==> src/rtl/uart_rx_framer.sv <==
// 8N1 UART receiver: samples a pre-synchronized serial line and emits bytes with a
// one-clock ready strobe, rejecting start glitches and flagging bad stop bits.
module uart_rx_framer #(
   parameter int CLKS_PER_BIT = 434,
   parameter int CNT_W        = 9
) (
   input  logic       clk,
   input  logic       rst_n,
   input  logic       rx,
   output logic [7:0] rx_data,
   output logic       rx_rdy,
   output logic       frame_err,
   output logic       busy
);

   localparam int HALF = CLKS_PER_BIT / 2;
   localparam logic [CNT_W-1:0] HALF_M1 = CNT_W'(HALF - 1);
   localparam logic [CNT_W-1:0] BIT_M1  = CNT_W'(CLKS_PER_BIT - 1);
   localparam logic [CNT_W-1:0] CNT_ONE = CNT_W'(1);

   typedef enum logic [1:0] {IDLE, START, DATA, STOP} state_t;

   state_t           state_q, state_d;
   logic [CNT_W-1:0] baud_cnt_q, baud_cnt_d;
   logic [3:0]       bit_idx_q, bit_idx_d;
   logic [7:0]       shreg_q, shreg_d;
   logic [7:0]       rx_data_q, rx_data_d;
   logic             rx_rdy_q, rx_rdy_d;
   logic             frame_err_q, frame_err_d;
   logic             armed_q, armed_d;

   always_ff @(posedge clk or negedge rst_n) begin
      if (!rst_n) begin
         state_q     <= IDLE;
         baud_cnt_q  <= '0;
         bit_idx_q   <= '0;
         shreg_q     <= '0;
         rx_data_q   <= '0;
         rx_rdy_q    <= 1'b0;
         frame_err_q <= 1'b0;
         armed_q     <= 1'b0;
      end else begin
         state_q     <= state_d;
         baud_cnt_q  <= baud_cnt_d;
         bit_idx_q   <= bit_idx_d;
         shreg_q     <= shreg_d;
         rx_data_q   <= rx_data_d;
         rx_rdy_q    <= rx_rdy_d;
         frame_err_q <= frame_err_d;
         armed_q     <= armed_d;
      end
   end

   always_comb begin
      state_d     = state_q;
      baud_cnt_d  = baud_cnt_q;
      bit_idx_d   = bit_idx_q;
      shreg_d     = shreg_q;
      rx_data_d   = rx_data_q;
      rx_rdy_d    = 1'b0;
      frame_err_d = 1'b0;
      armed_d     = armed_q;
      case (state_q)
         IDLE: begin
            // A falling edge only counts once the line has been seen idle-high,
            // so a held-low line (break, mid-frame reset release) cannot start a frame.
            if (armed_q && !rx) begin
               state_d    = START;
               baud_cnt_d = '0;
               armed_d    = 1'b0;
            end else if (rx) begin
               armed_d = 1'b1;
            end
         end
         START: begin
            if (baud_cnt_q == HALF_M1) begin
               baud_cnt_d = '0;
               if (rx) begin
                  state_d = IDLE;
               end else begin
                  state_d   = DATA;
                  bit_idx_d = '0;
               end
            end else begin
               baud_cnt_d = baud_cnt_q + CNT_ONE;
            end
         end
         DATA: begin
            if (baud_cnt_q == BIT_M1) begin
               baud_cnt_d = '0;
               shreg_d    = {rx, shreg_q[7:1]};
               bit_idx_d  = bit_idx_q + 4'd1;
               if (bit_idx_q == 4'd7) begin
                  state_d = STOP;
               end
            end else begin
               baud_cnt_d = baud_cnt_q + CNT_ONE;
            end
         end
         STOP: begin
            // Sampling mid-stop leaves half a bit of idle line to re-arm.
            if (baud_cnt_q == BIT_M1) begin
               baud_cnt_d = '0;
               state_d    = IDLE;
               if (rx) begin
                  rx_data_d = shreg_q;
                  rx_rdy_d  = 1'b1;
               end else begin
                  frame_err_d = 1'b1;
               end
            end else begin
               baud_cnt_d = baud_cnt_q + CNT_ONE;
            end
         end
         default: begin
            state_d    = IDLE;
            baud_cnt_d = '0;
         end
      endcase
   end

   assign rx_data   = rx_data_q;
   assign rx_rdy    = rx_rdy_q;
   assign frame_err = frame_err_q;
   assign busy      = (state_q != IDLE);

endmodule
==> config.mk <==
export PLATFORM = sky130hd
export DESIGN_NAME = uart_rx_framer
export DESIGN_NICKNAME = d
export VERILOG_FILES = /design/src/rtl/uart_rx_framer.sv
export SDC_FILE = /design/constraint.sdc
export NUM_CORES = 1
export LEC_CHECK = 0
export CORE_MARGIN = 2
export CORE_UTILIZATION = 31
export DETAILED_ROUTE_END_ITERATION = 8
export GPL_TIMING_DRIVEN = 0
export SETUP_SLACK_MARGIN = 0.2
export SKIP_LAST_GASP = 1
export SYNTH_ARGS = -nofsm -noshare
export SYNTH_HDL_FRONTEND = slang
export SYNTH_SLANG_ARGS = --single-unit
==> constraint.sdc <==
create_clock -name clk -period 5.4 [get_ports clk]
set_input_delay 0.54 -clock clk [delete_from_list [all_inputs] [get_ports clk]]
set_output_delay 0.54 -clock clk [all_outputs]
set_load 0.03 [all_outputs]
Word-level counts from Yosys, hierarchy flattened
Cells that the tools add are included.
Storage, ports and cells
  register bits after elaboration: 34
  latch bits: 0
  bits in writable memories: 0
  ROM bits: 0
  input port bits: 3
  output and inout port bits: 11
  word-level logic and storage cells: 57
  memories kept: 0
Cells by class
  add/sub/neg operators: 2
  multiply operators: 0
  divide/modulo/power cells: 0
  order comparisons: 0
  equality and inequality tests: 12
  shifts and indexed selects: 0
  mux-type cells: 23
  bitwise operators: 0
  reduce and logical (&&, ||, !) cells: 12
Operators with widths (number)
  two-way mux 9 bit: 3
  case mux 9 bit (3 select lines): 1
  two-way mux 2 bit: 6
  two-way mux 4 bit: 3
  != test 2 bit, second input constant: 6
  adder 9 x 1 -> 9 bit, second input constant: 1
  == test 9 x 8 -> 1 bit, second input constant: 1
  == test 9 bit, second input constant: 1
  two-way mux 1 bit: 8
  case mux 2 bit (4 select lines): 1
  case mux 4 bit (2 select lines): 1
  nonzero test 2 bit: 3
  AND reduction 5 bit: 1
  adder 4 x 1 -> 4 bit, second input constant: 1
  == test 2 bit, second input constant: 2
  == test 4 x 3 -> 1 bit, second input constant: 1
  AND reduction 2 bit: 2
  AND reduction 4 bit: 1
  AND reduction 3 bit: 1
  == test 2 x 1 -> 1 bit, second input constant: 1
  logical NOT 2 bit: 1
  OR reduction 2 bit: 1
  logical AND 1 bit: 1
  logical NOT 1 bit: 1

Depth between registers and ports, before layout
  depth after elaboration: 4
  gate-level depth with buffers: 6
  gate-level depth less buffers: 6

Worst setup path before layout
Ideal clock, no wire load.
  kind: register to register
  start: reg baud_cnt_q[1]
  end: reg rx_data_q[0], in the netlist rx_data[0]
  setup time: 125 ps
  arrival: 1634 ps
  data required time: 5275 ps
  path slack: 3642 ps
  cell stages (with the launch flop): 7
  buffers on the path: 0
  clock period less this slack: 1758 ps
  cell sequence: dfrtp_1 -> inv_1 -> ha_1 -> and4bb_4 -> nand2_4 -> nor3_4 -> mux2_2
Between the ends
  word-level cells in the longest chain between the ends: 2
RTL lines
  start, declared: RTL line 24  | logic [CNT_W-1:0] baud_cnt_q, baud_cnt_d;
  start signal, assigned: RTL line 44  | baud_cnt_q <= baud_cnt_d;
  == test 9 bit: RTL line 102  | if (baud_cnt_q == BIT_M1) begin
  AND reduction 3 bit (no source line)
  end signal, assigned: RTL line 47  | rx_data_q <= rx_data_d;
  end, declared: RTL line 27  | logic [7:0] rx_data_q, rx_data_d;
No other way between the ends.
A chain may end at the register's enable or synchronous reset.

Worst setup path in the final report
  start: reg state_q[0]
  end: out busy
Between the ends
  word-level cells in the longest chain between the ends: 1
RTL lines
  start, declared: RTL line 23  | state_t state_q, state_d;
  start signal, assigned: RTL line 43  | state_q <= state_d;
  nonzero test 2 bit: RTL line 125  | assign busy = (state_q != IDLE);
  end, declared: RTL line 13  | output logic busy
No other way between the ends.

==> impl_metrics.json <==
{
  "status": "complete, no violations",
  "cap_violations": 0,
  "required_ns": 4.86,
  "ir_drop_v": 0.0001061,
  "final_antenna_net_count": 0,
  "place_congestion": 0.7856,
  "synth_area_um2": 1648,
  "crit_path_end_kind": "output pin",
  "clock_skew_ns": 0.001529,
  "syn_inst": 148,
  "slew_headroom": 0.5057,
  "synth_edf_count": 0,
  "hold_ws_ns": 0.3183,
  "ys_types": 37,
  "rsz0062_at_grt": "false",
  "cts_buffer_depth": 2,
  "path_class": "reg2out",
  "via_per_inst": 4.657,
  "seq_area_frac_synth": 0.5163,
  "vias": 1113,
  "post_drt_wl_per_cell_um": 12.11,
  "p_per_area_nw_per_um2": 232.7,
  "path_clk_slew_ns": 0.07,
  "tightest_slew_ns": 0.7415,
  "die_w_um": 76.91,
  "layout-drive-gt1-share": 0.2130,
  "start_util": 0.3226,
  "fin_tns_setup_ns": 0,
  "synth_area_leader_cell": "dfrtp_1",
  "die-area_um2": 5915,
  "crit_arrival_ns": 1.77,
  "grt_start_max_net_pins": 35,
  "yosysTopAreaCellShare": 0.5163,
  "avgSynthCellArea_um2": 11.13,
  "period_share": 0.4273,
  "cts_buffers": 5,
  "place_hpwl_um": 2029,
  "synthFlopType": "dfrtp_1",
  "core-area_um2": 5107,
  "overflow": 0,
  "start_kind": "flip-flop",
  "ctsResizeCount": 0,
  "fmax_mhz": 433.4,
  "clock_sinks": 34,
  "cts-htree-levels": 2,
  "drt_iter0_drc": 40,
  "n_antenna_cell": 0,
  "cts_hold_buf": 0,
  "ys_ff_latch": 34,
  "r2r_cells": 6,
  "grt_usage": 0.1148,
  "hold_viol": 0,
  "crit_fanout": 8,
  "drt_wl_total_um": 2894,
  "root_buffer": "clkbuf_8",
  "ys.warnings.count": 0,
  "syn_nets": 155,
  "cts_tree": "yes",
  "grt_pass1_vias": 1170,
  "die_y_um": 76.91,
  "numPortBuffers": 13,
  "synth.area.top_cells": "dfrtp_1 52%, mux2_2 10%, nand2_1 5.5%",
  "maxSlewViolCount": 0,
  "clock_latency_ns": 0.28,
  "area_delta_synth_final_pct": 18.68,
  "pin_count": 14,
  "row_count": 26,
  "fin_nets": 175,
  "yosysMostFrequentCell": "dfrtp_1",
  "grt_pass1_wl_um": 5382,
  "min_period_ns": 2.308,
  "setup_violations": 0,
  "synthArstFlopShare": 1.000,
  "post_cts_buffers": 0,
  "p_leak_nw": 0.8787,
  "drc": 0,
  "antenna_found_initial": 0,
  "synth_common_cells": "34 x dfrtp_1, 24 x nand2_1, 15 x mux2_2, 8 x nor2_1, 8 x o21ai_0",
  "hold_path.class": "in2async",
  "first_pass_iters": 4
}
==> cells in the final DEF, fill, tap and decap left out, types with 2 or more instances in the layout <==
cell and instances:
dfrtp_1 34, nand2_1 24, mux2_2 15, clkdlybuf4s50_1 12
nor2_1 8, o21ai_0 8, nor3_1 6, clkbuf_8 6
inv_1 4, nand3_1 4, xnor2_1 4, o22ai_1 4
ha_1 4, nor2b_1 3, o21a_1 3, clkbuf_1 2
nor4_1 2, a22o_1 2
==> registers in the layout, indices dropped and copies added, names as in the netlist, named ones only <==
register,count
state_q,1
rx_rdy,1
baud_cnt_q,9
armed_q,1
rx_data,8
shreg_q,8
bit_idx_q,4
frame_err,1
==> final timing paths <==
check	startpoint	slack (ns)	to
min reg2reg	rx_data[1]$_DFFE_PN0P_	0.51	rx_data[1]$_DFFE_PN0P_
min in group clk	rx_data[1]$_DFFE_PN0P_	0.51	rx_data[1]$_DFFE_PN0P_
max reg2reg	baud_cnt_q[1]$_DFFE_PN0P_	3.46	rx_data[6]$_DFFE_PN0P_
min	rst_n	0.32	shreg_q[1]$_DFFE_PN0P_
max in group asynchronous	rst_n	4.61	bit_idx_q[2]$_DFFE_PN0P_
max	state_q[0]$_DFFE_PN0P_	3.09	busy
==> power by group <==
part	switching (mW)	internal, mW
clock	0.0913	0.102
combinational	0.00580	0.000975
sequential	0	0.255
==> cell type report <==
cell class                 count  area, um2
multi-input combinational    106      755.7
sequential                    34      850.8
fill                         514       3152
inverter                       4      15.01
buffer                         4      26.28
timing repair buffer          13      125.1
clock buffer                   6      82.58
clock inverter                 2      12.51
tap                           70      87.58
==> worst max-delay path: stages (launching register included) <==
cell and delay [ns]:
dfrtp_1 0.46, or2_2 0.30, clkbuf_1 0.13, clkdlybuf4s50_1 0.60
==> cell families after synthesis <==
group	synth area share
xor+xnor	0.02657
flops	0.5163
compound gates	0.09340
mux	0.1086
fa+ha+maj	0.03037
buf+inv	0.02506
simple gates	0.1997
==> per-layer routing <==
layer	up-vias	share of wire	global-route usage
met5	-	0	0
li1	563	-	-
met2	15	0.45	0.1754
met3	5	0.030	0.02824
met4	0	0.016	0.05636
met1	530	0.50	0.1512
==> stage by stage <==
stage	total power, mW	setup WS (ns)	utilization	std cells	instance area (um2)
6_report	0.4551	3.092	0.3829	239	1956
5_1_grt	0.4780	3.015	0.3829	239	1956
4_1_cts	0.4657	3.081	0.3829	239	1956
3_5_place_dp	0.2669	3.268	0.3643	231	1861
3_3_place_gp	0.2673	3.016	0.3653	231	1866
2_1_floorplan	0.2602	3.642	-	148	1648
Power figures use the tool's default switching activity.
